File: config.mk
export PLATFORM = sky130hd
export DESIGN_NAME = x_multdiv_unit_flat
export DESIGN_NICKNAME = d
export VERILOG_FILES = /design/src/rtl/x_multdiv_unit_if.sv /design/src/rtl/x_multdiv_unit.sv /design/src/flat_wrapper.sv
export SDC_FILE = /design/constraint.sdc
export NUM_CORES = 1
export LEC_CHECK = 0
export ABC_AREA = 1
export BUFFER_PORTS_ARGS = -buffer_cell sky130_fd_sc_hd__buf_2
export CAP_MARGIN = 20
export CORE_MARGIN = 8
export CORE_UTILIZATION = 30
export CTS_CLUSTER_DIAMETER = 80
export DETAILED_ROUTE_END_ITERATION = 10
export MAX_ROUTING_LAYER = met4
export PLACE_DENSITY = 0.53
export SYNTH_ARGS = -nofsm -noshare
export SYNTH_HDL_FRONTEND = slang
export SYNTH_SLANG_ARGS = --single-unit
File: constraint.sdc
create_clock -name clock -period 4.7 [get_ports clock]
set_input_delay 0.235 -clock clock [delete_from_list [all_inputs] [get_ports clock]]
set_output_delay 0.235 -clock clock [all_outputs]
set_load 0.01 [all_outputs]
File: src/rtl/x_multdiv_unit_if.sv
// Execute-stage bus between the D/X latch / X/M path and the multicycle mul/div engine.
interface x_multdiv_unit_if;
  logic [31:0] operandA;
  logic [31:0] operandB;
  logic [4:0]  opcodeIn;
  logic [4:0]  aluopIn;
  logic [4:0]  rdIn;
  logic        stall;
  logic        resultValid;
  logic [31:0] result;
  logic [4:0]  rdOut;
  logic        exception;
  logic        busy;

  modport master (
    output operandA, operandB, opcodeIn, aluopIn, rdIn,
    input  stall, resultValid, result, rdOut, exception, busy
  );

  modport slave (
    input  operandA, operandB, opcodeIn, aluopIn, rdIn,
    output stall, resultValid, result, rdOut, exception, busy
  );
endinterface

File: src/rtl/x_multdiv_unit.sv
// Multicycle signed multiply (shift-add) / divide (restoring) engine for the execute stage.
// Optional MULTDIV_EARLY_OUT_EN lets a multiply finish once the remaining multiplier bits are zero.
module x_multdiv_unit #(
  parameter logic [4:0] ALU_OPCODE = 5'b00000,
  parameter logic [4:0] MUL_ALUOP  = 5'b00110,
  parameter logic [4:0] DIV_ALUOP  = 5'b00111
) (
  input  logic clock,
  input  logic reset,
  x_multdiv_unit_if.slave bus
);

  typedef enum logic [1:0] {IDLE, BUSY, DONE} state_t;

  state_t state, nextState;

  logic        isMulOp, isDivOp, start, divByZero, lastIter, mulLast;
  logic [5:0]  count;
  logic        opDiv, signNeg, divOvf;
  logic [4:0]  rdHold;
  logic [63:0] acc, mcand;
  logic [31:0] mplr;
  logic [31:0] rem, quo, divisor;
  logic [31:0] resultReg, rdOutPad;
  logic [4:0]  rdOutReg;
  logic        exceptionReg;

  logic [63:0]        mulAddend, accNext, mcandNext;
  logic [31:0]        mplrNext;
  logic [32:0]        remShift, remDiff;
  logic               quoBit;
  logic [31:0]        remNext, quoNext;
  logic signed [63:0] prodNext;
  logic [31:0]        finalResult;
  logic               finalExc;

  function automatic logic [31:0] magnitude(input logic signed [31:0] v);
    logic [31:0] u;
    u = v;
    return v[31] ? (~u + 32'd1) : u;
  endfunction

  function automatic logic signed [63:0] signedProduct(input logic [63:0] mag, input logic neg);
    return neg ? -$signed(mag) : $signed(mag);
  endfunction

  // A product fits in 32 bits only if its upper 33 bits are a pure sign extension.
  function automatic logic mulOverflow(input logic [32:0] hi);
    return !((&hi) || (~|hi));
  endfunction

  function automatic logic [31:0] signedQuotient(input logic [31:0] q, input logic neg);
    return (neg && (q != 32'd0)) ? (~q + 32'd1) : q;
  endfunction

  assign isMulOp   = (bus.opcodeIn == ALU_OPCODE) && (bus.aluopIn == MUL_ALUOP);
  assign isDivOp   = (bus.opcodeIn == ALU_OPCODE) && (bus.aluopIn == DIV_ALUOP);
  assign start     = (state == IDLE) && (isMulOp || isDivOp);
  assign divByZero = isDivOp && (bus.operandB == 32'd0);

  // Shift-add multiply step: one multiplier bit per cycle.
  assign mulAddend = mplr[0] ? mcand : 64'd0;
  assign accNext   = acc + mulAddend;
  assign mplrNext  = mplr >> 1;
  assign mcandNext = mcand << 1;

  // Restoring divide step: remainder never exceeds the divisor magnitude, so 32 bits suffice.
  assign remShift = {rem, quo[31]};
  assign remDiff  = remShift - {1'b0, divisor};
  assign quoBit   = ~remDiff[32];
  assign remNext  = quoBit ? remDiff[31:0] : remShift[31:0];
  assign quoNext  = {quo[30:0], quoBit};

`ifdef MULTDIV_EARLY_OUT_EN
  assign mulLast = (mplrNext == 32'd0) || (count == 6'd31);
`else
  assign mulLast = (count == 6'd31);
`endif

  assign lastIter    = opDiv ? (count == 6'd31) : mulLast;
  assign prodNext    = signedProduct(accNext, signNeg);
  assign finalResult = opDiv ? signedQuotient(quoNext, signNeg) : prodNext[31:0];
  assign finalExc    = opDiv ? divOvf : mulOverflow(prodNext[63:31]);

  always_comb begin
    nextState = state;
    case (state)
      IDLE: if (start) nextState = divByZero ? DONE : BUSY;
      BUSY: if (lastIter) nextState = DONE;
      DONE: nextState = IDLE;
      default: nextState = IDLE;
    endcase
  end

  always_ff @(posedge clock or negedge reset) begin
    if (!reset) begin
      state        <= IDLE;
      count        <= 6'd0;
      opDiv        <= 1'b0;
      signNeg      <= 1'b0;
      divOvf       <= 1'b0;
      rdHold       <= 5'd0;
      acc          <= 64'd0;
      mcand        <= 64'd0;
      mplr         <= 32'd0;
      rem          <= 32'd0;
      quo          <= 32'd0;
      divisor      <= 32'd0;
      resultReg    <= 32'd0;
      rdOutReg     <= 5'd0;
      exceptionReg <= 1'b0;
    end else begin
      state <= nextState;
      case (state)
        IDLE: begin
          if (start) begin
            opDiv   <= isDivOp;
            rdHold  <= bus.rdIn;
            signNeg <= bus.operandA[31] ^ bus.operandB[31];
            divOvf  <= isDivOp && (bus.operandA == 32'h8000_0000) &&
                       (bus.operandB == 32'hFFFF_FFFF);
            count   <= 6'd0;
            acc     <= 64'd0;
            mcand   <= {32'd0, magnitude(bus.operandA)};
            mplr    <= magnitude(bus.operandB);
            rem     <= 32'd0;
            quo     <= magnitude(bus.operandA);
            divisor <= magnitude(bus.operandB);
            if (divByZero) begin
              resultReg    <= 32'd0;
              exceptionReg <= 1'b1;
              rdOutReg     <= bus.rdIn;
            end
          end
        end
        BUSY: begin
          count <= count + 6'd1;
          if (opDiv) begin
            rem <= remNext;
            quo <= quoNext;
          end else begin
            acc   <= accNext;
            mplr  <= mplrNext;
            mcand <= mcandNext;
          end
          if (lastIter) begin
            resultReg    <= finalResult;
            exceptionReg <= finalExc;
            rdOutReg     <= rdHold;
          end
        end
        default: ;
      endcase
    end
  end

  assign rdOutPad        = {27'd0, rdOutReg};
  assign bus.stall       = start || (state == BUSY);
  assign bus.busy        = (state == BUSY);
  assign bus.resultValid = (state == DONE);
  assign bus.result      = resultReg;
  assign bus.rdOut       = rdOutPad[4:0];
  assign bus.exception   = exceptionReg;

endmodule
File: src/flat_wrapper.sv
// flat-port wrapper written by rule: the top's interface ports become plain ports
module x_multdiv_unit_flat 
#(
  parameter logic [4:0] ALU_OPCODE = 5'b00000,
  parameter logic [4:0] MUL_ALUOP  = 5'b00110,
  parameter logic [4:0] DIV_ALUOP  = 5'b00111
)
  (clock, reset, bus_operandA, bus_operandB, bus_opcodeIn, bus_aluopIn, bus_rdIn, bus_stall, bus_resultValid, bus_result, bus_rdOut, bus_exception, bus_busy);
  x_multdiv_unit_if bus_i ();
  input  logic clock;
  input  logic reset;
  input wire logic [$bits(bus_i.operandA)-1:0] bus_operandA;
  input wire logic [$bits(bus_i.operandB)-1:0] bus_operandB;
  input wire logic [$bits(bus_i.opcodeIn)-1:0] bus_opcodeIn;
  input wire logic [$bits(bus_i.aluopIn)-1:0] bus_aluopIn;
  input wire logic [$bits(bus_i.rdIn)-1:0] bus_rdIn;
  output wire logic [$bits(bus_i.stall)-1:0] bus_stall;
  output wire logic [$bits(bus_i.resultValid)-1:0] bus_resultValid;
  output wire logic [$bits(bus_i.result)-1:0] bus_result;
  output wire logic [$bits(bus_i.rdOut)-1:0] bus_rdOut;
  output wire logic [$bits(bus_i.exception)-1:0] bus_exception;
  output wire logic [$bits(bus_i.busy)-1:0] bus_busy;
  assign bus_i.operandA = bus_operandA;
  assign bus_i.operandB = bus_operandB;
  assign bus_i.opcodeIn = bus_opcodeIn;
  assign bus_i.aluopIn = bus_aluopIn;
  assign bus_i.rdIn = bus_rdIn;
  assign bus_stall = bus_i.stall;
  assign bus_resultValid = bus_i.resultValid;
  assign bus_result = bus_i.result;
  assign bus_rdOut = bus_i.rdOut;
  assign bus_exception = bus_i.exception;
  assign bus_busy = bus_i.busy;
  x_multdiv_unit #(.ALU_OPCODE(ALU_OPCODE), .MUL_ALUOP(MUL_ALUOP), .DIV_ALUOP(DIV_ALUOP)) u_core (.clock(clock), .reset(reset), .bus(bus_i));
endmodule
==> results of run 1 <==
what timing repair did:
item,4_1_cts,5_1_grt
hold buffers,8,0
endpoints found under the hold margin,83,0
setup endpoints to repair,0,13
setup buffers,0,2
gates resized for setup,0,95
through the flow:
stage | cells | TNS [ns] | area, um2 | hold slack, ns
after floorplan | 4256 | 0 | 26360 | -0.06059
after global placement | 5571 | 0 | 29230 | 0.3225
after detailed placement | 5571 | 0 | 29230 | 0.3168
after CTS | 5657 | 0 | 30790 | 0.001662
after global routing | 5665 | -0.06200 | 31120 | 0.03639
final | 5665 | 0 | 31120 | 0.04986
path summary, 6_finish.rpt:
check,end,startpoint,cells after the start
max,u_core.bus.exception,u_core.mplr[0],27
min,u_core.divisor[20],bus_operandB[20],3
max reg2reg,u_core.bus.exception,u_core.mplr[0],27
min reg2reg,u_core.count[5],u_core.count[5],1
max in group asynchronous,u_core.mplr[26],reset,3
min in group asynchronous,u_core.acc[10],reset,2
cell families after synthesis:
kind of cell               after synthesis  synth area share [%]
adders and majority gates              103                 4.947
xor gates and xnor gates                66                 2.193
DFF                                    310                 29.43
AOI/OAI and AO/OA                      657                 14.75
buffers and inverters                  838                 11.98
and+or+nand+nor                       2282                 36.69
registers in the layout (all words and copies together) (netlist names), 2 cells and up:
name               cells
u_core.state           2
u_core.quo            32
u_core.mplr           32
u_core.mcand          64
u_core.divisor        32
u_core.rem            32
u_core.bus.result     32
u_core.count           6
u_core.bus.rdOut       5
u_core.acc            64
u_core.rdHold          5
layer usage:
layer  GRT usage, %  vias up
met5              -        -
met4          6.197        0
met3          2.673      145
met2          34.08      806
met1          30.21    13220
li1               -    14040
tightest hold or removal path: cells and delay by family:
family	cells	cell delay, ns
compound gates	1	0.14
buf+inv	1	0.12
xor+xnor	1	0.10
synthesized netlist by cell type, types with 45 or more instances:
library cell and number:
clkbuf_1 98, nand2_2 61, inv_1 678, a21oi_1 166, nor3_1 45, nor2_1 373
nand4_1 51, o21ai_0 276, nand3_1 269, dfrtp_1 310, nand2_1 1384, ha_1 101
o221ai_1 56
power breakdown:
part           switching [mW]  internal (mW)
clock network            1.35           2.03
registers               0.694           3.60
logic                    13.3           6.10
total                    15.4           11.7
cell type report:
class	count	area (um2)
Inverter	722	2711
Fill cell	9571	55770
Sequential cell	310	7762
Clock buffer	63	1291
Antenna cell	6	15.01
Tap cell	1155	1445
Multi-Input combinational cell	3108	15760
Timing Repair Buffer	286	1941
Clock inverter	15	188.9
==> out/qor.yml, run 1 <==
run_status:
  outcome: "finished, final reports clean"
yosys:
  ys_types: 55
  synth_top_area_share_pct: 29.43
  syn_inst: 4256
  yosysTopAreaCell: "dfrtp_1"
  synthesis.area_um2: 26360
  synth-main-ff-cell: "dfrtp_1"
  synth_fp_nets: 4440
  ys_seq_elements: 310
  synth_edf_count: 0
  synth_area_leaders: "dfrtp_1 29%, nand2_1 20%, inv_1 9.7%, nor2_1 5.3%, o21ai_0 5.2%"
  async_reset_ff_share_pct: 100.0
  ys_seq_area_share_pct: 29.43
  yosysWarnings: 0
  syn_area_per_cell_um2: 6.193
clock_network:
  cts_tree: "built"
  clock_path_buffers: 3
  clk_latency_ns: 0.61
  cts.sinks: 310
  clk_pin_slew_ns: 0.06
  cts_buffers: 43
  htree_levels: 2
  root_buffer: "clkbuf_16"
placement:
  dp_hpwl_mm: 85.80
  dp_slack_ns: 0.1639
  gp_congestion: 0.9837
  numPortBuffers: 121
sta:
  period_share_pct: 93.88
  layout_min_cycle_time_ns: 4.412
  hold_violations: 0
  relSlewSlack_pct: 34.67
  rsz0062_at_grt: "true"
  finalSetupViolCount: 0
  finClkSkew_ns: 0.03847
  fmax_mhz: 226.6
  worstMarginPinSlew_ns: 0.9800
  layout_setup_ws_ns: 0.2875
  finalMaxSlewViolations: 0
setup_path:
  end_kind: "flip-flop"
  worstPathArrival_ns: 4.87
  worst-path-max-fanout: 49
  critPathSlowestCell: "a21oi_1"
  r2r_slack_ns: 0.29
  critPathMostFrequentCell: "nand2_1"
  cpPeakStageDelay_ns: 0.45
  critPathTopFamily: "simple AND/OR/NAND/NOR gates"
  crit_required_ns: 5.16
  setup.worst_path.start_class: "flip-flop"
  cp_num_buf_inv: 3
  path_class: "flip-flop to flip-flop"
global_route:
  grt_first_pass_wirelength_mm: 164.2
  grt.total_usage_pct: 22.03
  grt_pass1_vias: 27140
  grt.overflow.total: 0
  grt_max_degree: 120
  antenna_found_initial: 6
finish:
  drive_above_1_share_pct: 13.70
  area_growth_pct: 18.06
  mostFrequentLayoutCells: "1361 x nand2_1, 675 x inv_1, 342 x nor2_1"
  final_common_cell: "nand2_1"
  post-route-util_pct: 35.81
  final_nets: 4655
drt:
  ant_nets: 0
  first_iter_violations: 2297
  drt_wl_total_mm: 107.4
  via_per_inst: 4.980
  highest_layer: "met4"
  remaining_drc_errors: 0
  wl_met3_mm: 6.447
  vias: 28210
  route.met2.wl_mm: 47.61
  met1_length_mm: 50.15
  wire_per_inst_um: 18.95
  dr.pass1.iters: 6
power:
  power_mw: 27.09
  powerDensity_nw_per_um2: 870.7
  p_leak_nw: 16.41
  peakVddDrop_uv: 376.9
die:
  start_util_pct: 30.33
  dieArea_um2: 97600
  io_pins: 122
  fp.dieW_um: 312.4
  num_rows: 108
  die_y_um: 312.4
  coreArea_um2: 86890
flow_run:
  cap_violations: 0
hold_path:
  hold_class: "primary input to flip-flop"
Power figures use the tool's default switching activity.
==> run 2, diff against run 1 <==
CAP_MARGIN = not set   (was 20)
clock period = 5.1 ns   (was 4.7 ns; I/O delays follow)
==> run 2 against run 1 <==
Against the previous run:
- non-clock buffer count decreased by 108
- register-to-register slack about the same
- hold slack got worse by 0.012 ns
- count of clock-buffer cells in the layout decreased by 13
- via count decreased by 1.5%
- worst setup slack improved by 0.00075 ns
- design area decreased by 3.5%
- maximum frequency decreased by 8.3%
- sequential share of layout area increased by 0.90 points
- combinational power decreased by 15%
- power decreased by 13%
==> out/qor.yml, run 2 (synthesis gave the netlist of run 1 again) <==
setup_path:
  cpPeakStageDelay_ns: 0.43
  crit_path_start: "u_core.mplr[0]"
  setup.worst_path.start_class: "flip-flop"
  end_kind: "flip-flop"
  crit_end: "u_core.bus.exception"
  worst-path-max-fanout: 43
  r2r_end: "u_core.bus.exception"
  ff2ff_path_depth: 30
  crit_required_ns: 5.57
  r2r_slack_ns: 0.29
  worstPathArrival_ns: 5.29
  critPathTopFamily: "simple AND/OR/NAND/NOR gates"
  r2r-start: "u_core.mplr[0]"
  cp_num_buf_inv: 5
  path_depth: 30
  critPathMostFrequentCell: "nand2_1"
  critPathSlowestCell: "dfrtp_2"
  path_class: "flip-flop to flip-flop"
sta:
  relSlewSlack_pct: 30.98
  period_share_pct: 94.35
  finClkSkew_ns: 0.06132
  layout_setup_ws_ns: 0.2883
  rsz0062_at_grt: "false"
  worstMarginPinSlew_ns: 1.035
  hold_ws_ns: 0.03756
  finalMaxSlewViolations: 0
  fmax_mhz: 207.8
  final.setup.tns_ns: 0
  layout_min_cycle_time_ns: 4.812
  hold_violations: 0
  finalSetupViolCount: 0
drt:
  dr.pass1.iters: 5
  remaining_drc_errors: 0
  via_per_inst: 5.005
  vias: 27790
  ant_nets: 0
  first_iter_violations: 2048
  drt_wl_total_mm: 105.7
  wire_per_inst_um: 19.04
finish:
  final_cell_count_no_fill: 5552
  final_nets: 4546
  final_common_cell: "nand2_1"
  design_area_um2: 30040
  regArea_um2: 7762
  drive_above_1_share_pct: 10.17
  multi_input_area_um2: 15520
  mostFrequentLayoutCells: "1381 x nand2_1, 676 x inv_1, 365 x nor2_1"
  largestRegisters: "u_core.acc: 64 flops, u_core.mcand: 64 flops"
  post-route-util_pct: 34.57
  nFillCells: 9629
  area_growth_pct: 13.96
power:
  p_leak_nw: 15.87
  power_mw: 23.56
  peakVddDrop_uv: 313.0
  powerDensity_nw_per_um2: 784.3
die:
  coreArea_um2: 86890
  num_rows: 108
  start_util_pct: 30.33
  io_pins: 122
  dieArea_um2: 97600
  fp.dieW_um: 312.4
  die_y_um: 312.4
clock_network:
  clk_latency_ns: 0.61
  root_buffer: "clkbuf_16"
  clk_pin_slew_ns: 0.06
  cts_buffers: 42
  htree_levels: 2
  clock_path_buffers: 3
  cts_tree: "built"
  cts.sinks: 310
placement:
  gp_congestion: 0.9895
  numPortBuffers: 121
  post_dp_cell_area_um2: 28440
  dp_hpwl_mm: 84.11
  dp_cells: 5466
  dp_slack_ns: 0.1835
global_route:
  grt_first_pass_wirelength_mm: 160.5
  grt_max_degree: 125
  grt.overflow.total: 0
  antenna_found_initial: 3
  grt_pass1_vias: 26590
  grt.total_usage_pct: 21.46
flow_run:
  cap_violations: 0
hold_path:
  hold_class: "primary input to flip-flop"
  min_from: "bus_operandA[0]"
run_status:
  outcome: "finished, final reports clean"
==> run 2: final cells by class <==
cell class              count  area share (%)
flip-flops and latches    310           25.84
well taps                1155           4.812
clock inverters            27           1.129
diodes                      2         0.01666
repair buffers            178           3.745
inverters                 722           9.027
clock buffers              50           3.766
multi-input cells        3108           51.66
==> run 2: layer usage <==
layer | track usage (%) | share of wire [%]
met1 | 29.72 | 48
met2 | 33.24 | 44
met3 | 2.660 | 5.9
met4 | 5.138 | 2.6
met5 | - | 0
==> run 2: worst min-delay path, stage by stage <==
cell and delay [ns]:
buf_2 0.11, inv_1 0.12, o22ai_1 0.10
==> run 2: worst min path at each step <==
stage                     depth (start not counted)               to  slack, ns
after floorplan                                   0    u_core.acc[0]      -0.04
after global routing                              3  u_core.mcand[0]       0.03
after CTS                                         3  u_core.mcand[0]       0.01
after global placement                            1   u_core.acc[10]       0.37
final                                             3  u_core.mcand[0]       0.04
after detailed placement                          1   u_core.acc[10]       0.38
==> run 2: power by group <==
group          switching, mW  leakage (nW)  internal (mW)
clock                   1.31         0.705           1.83
combinational           11.9          11.6           4.61
sequential             0.609          3.59           3.31
==> run 2: repair_timing <==
action                                  4_1_cts  5_1_grt
endpoints found under the setup margin        0        4
setup buffers                                 0        1
endpoints found under the hold margin       107        0
hold buffers                                  6        0
gates resized for setup                       0       17
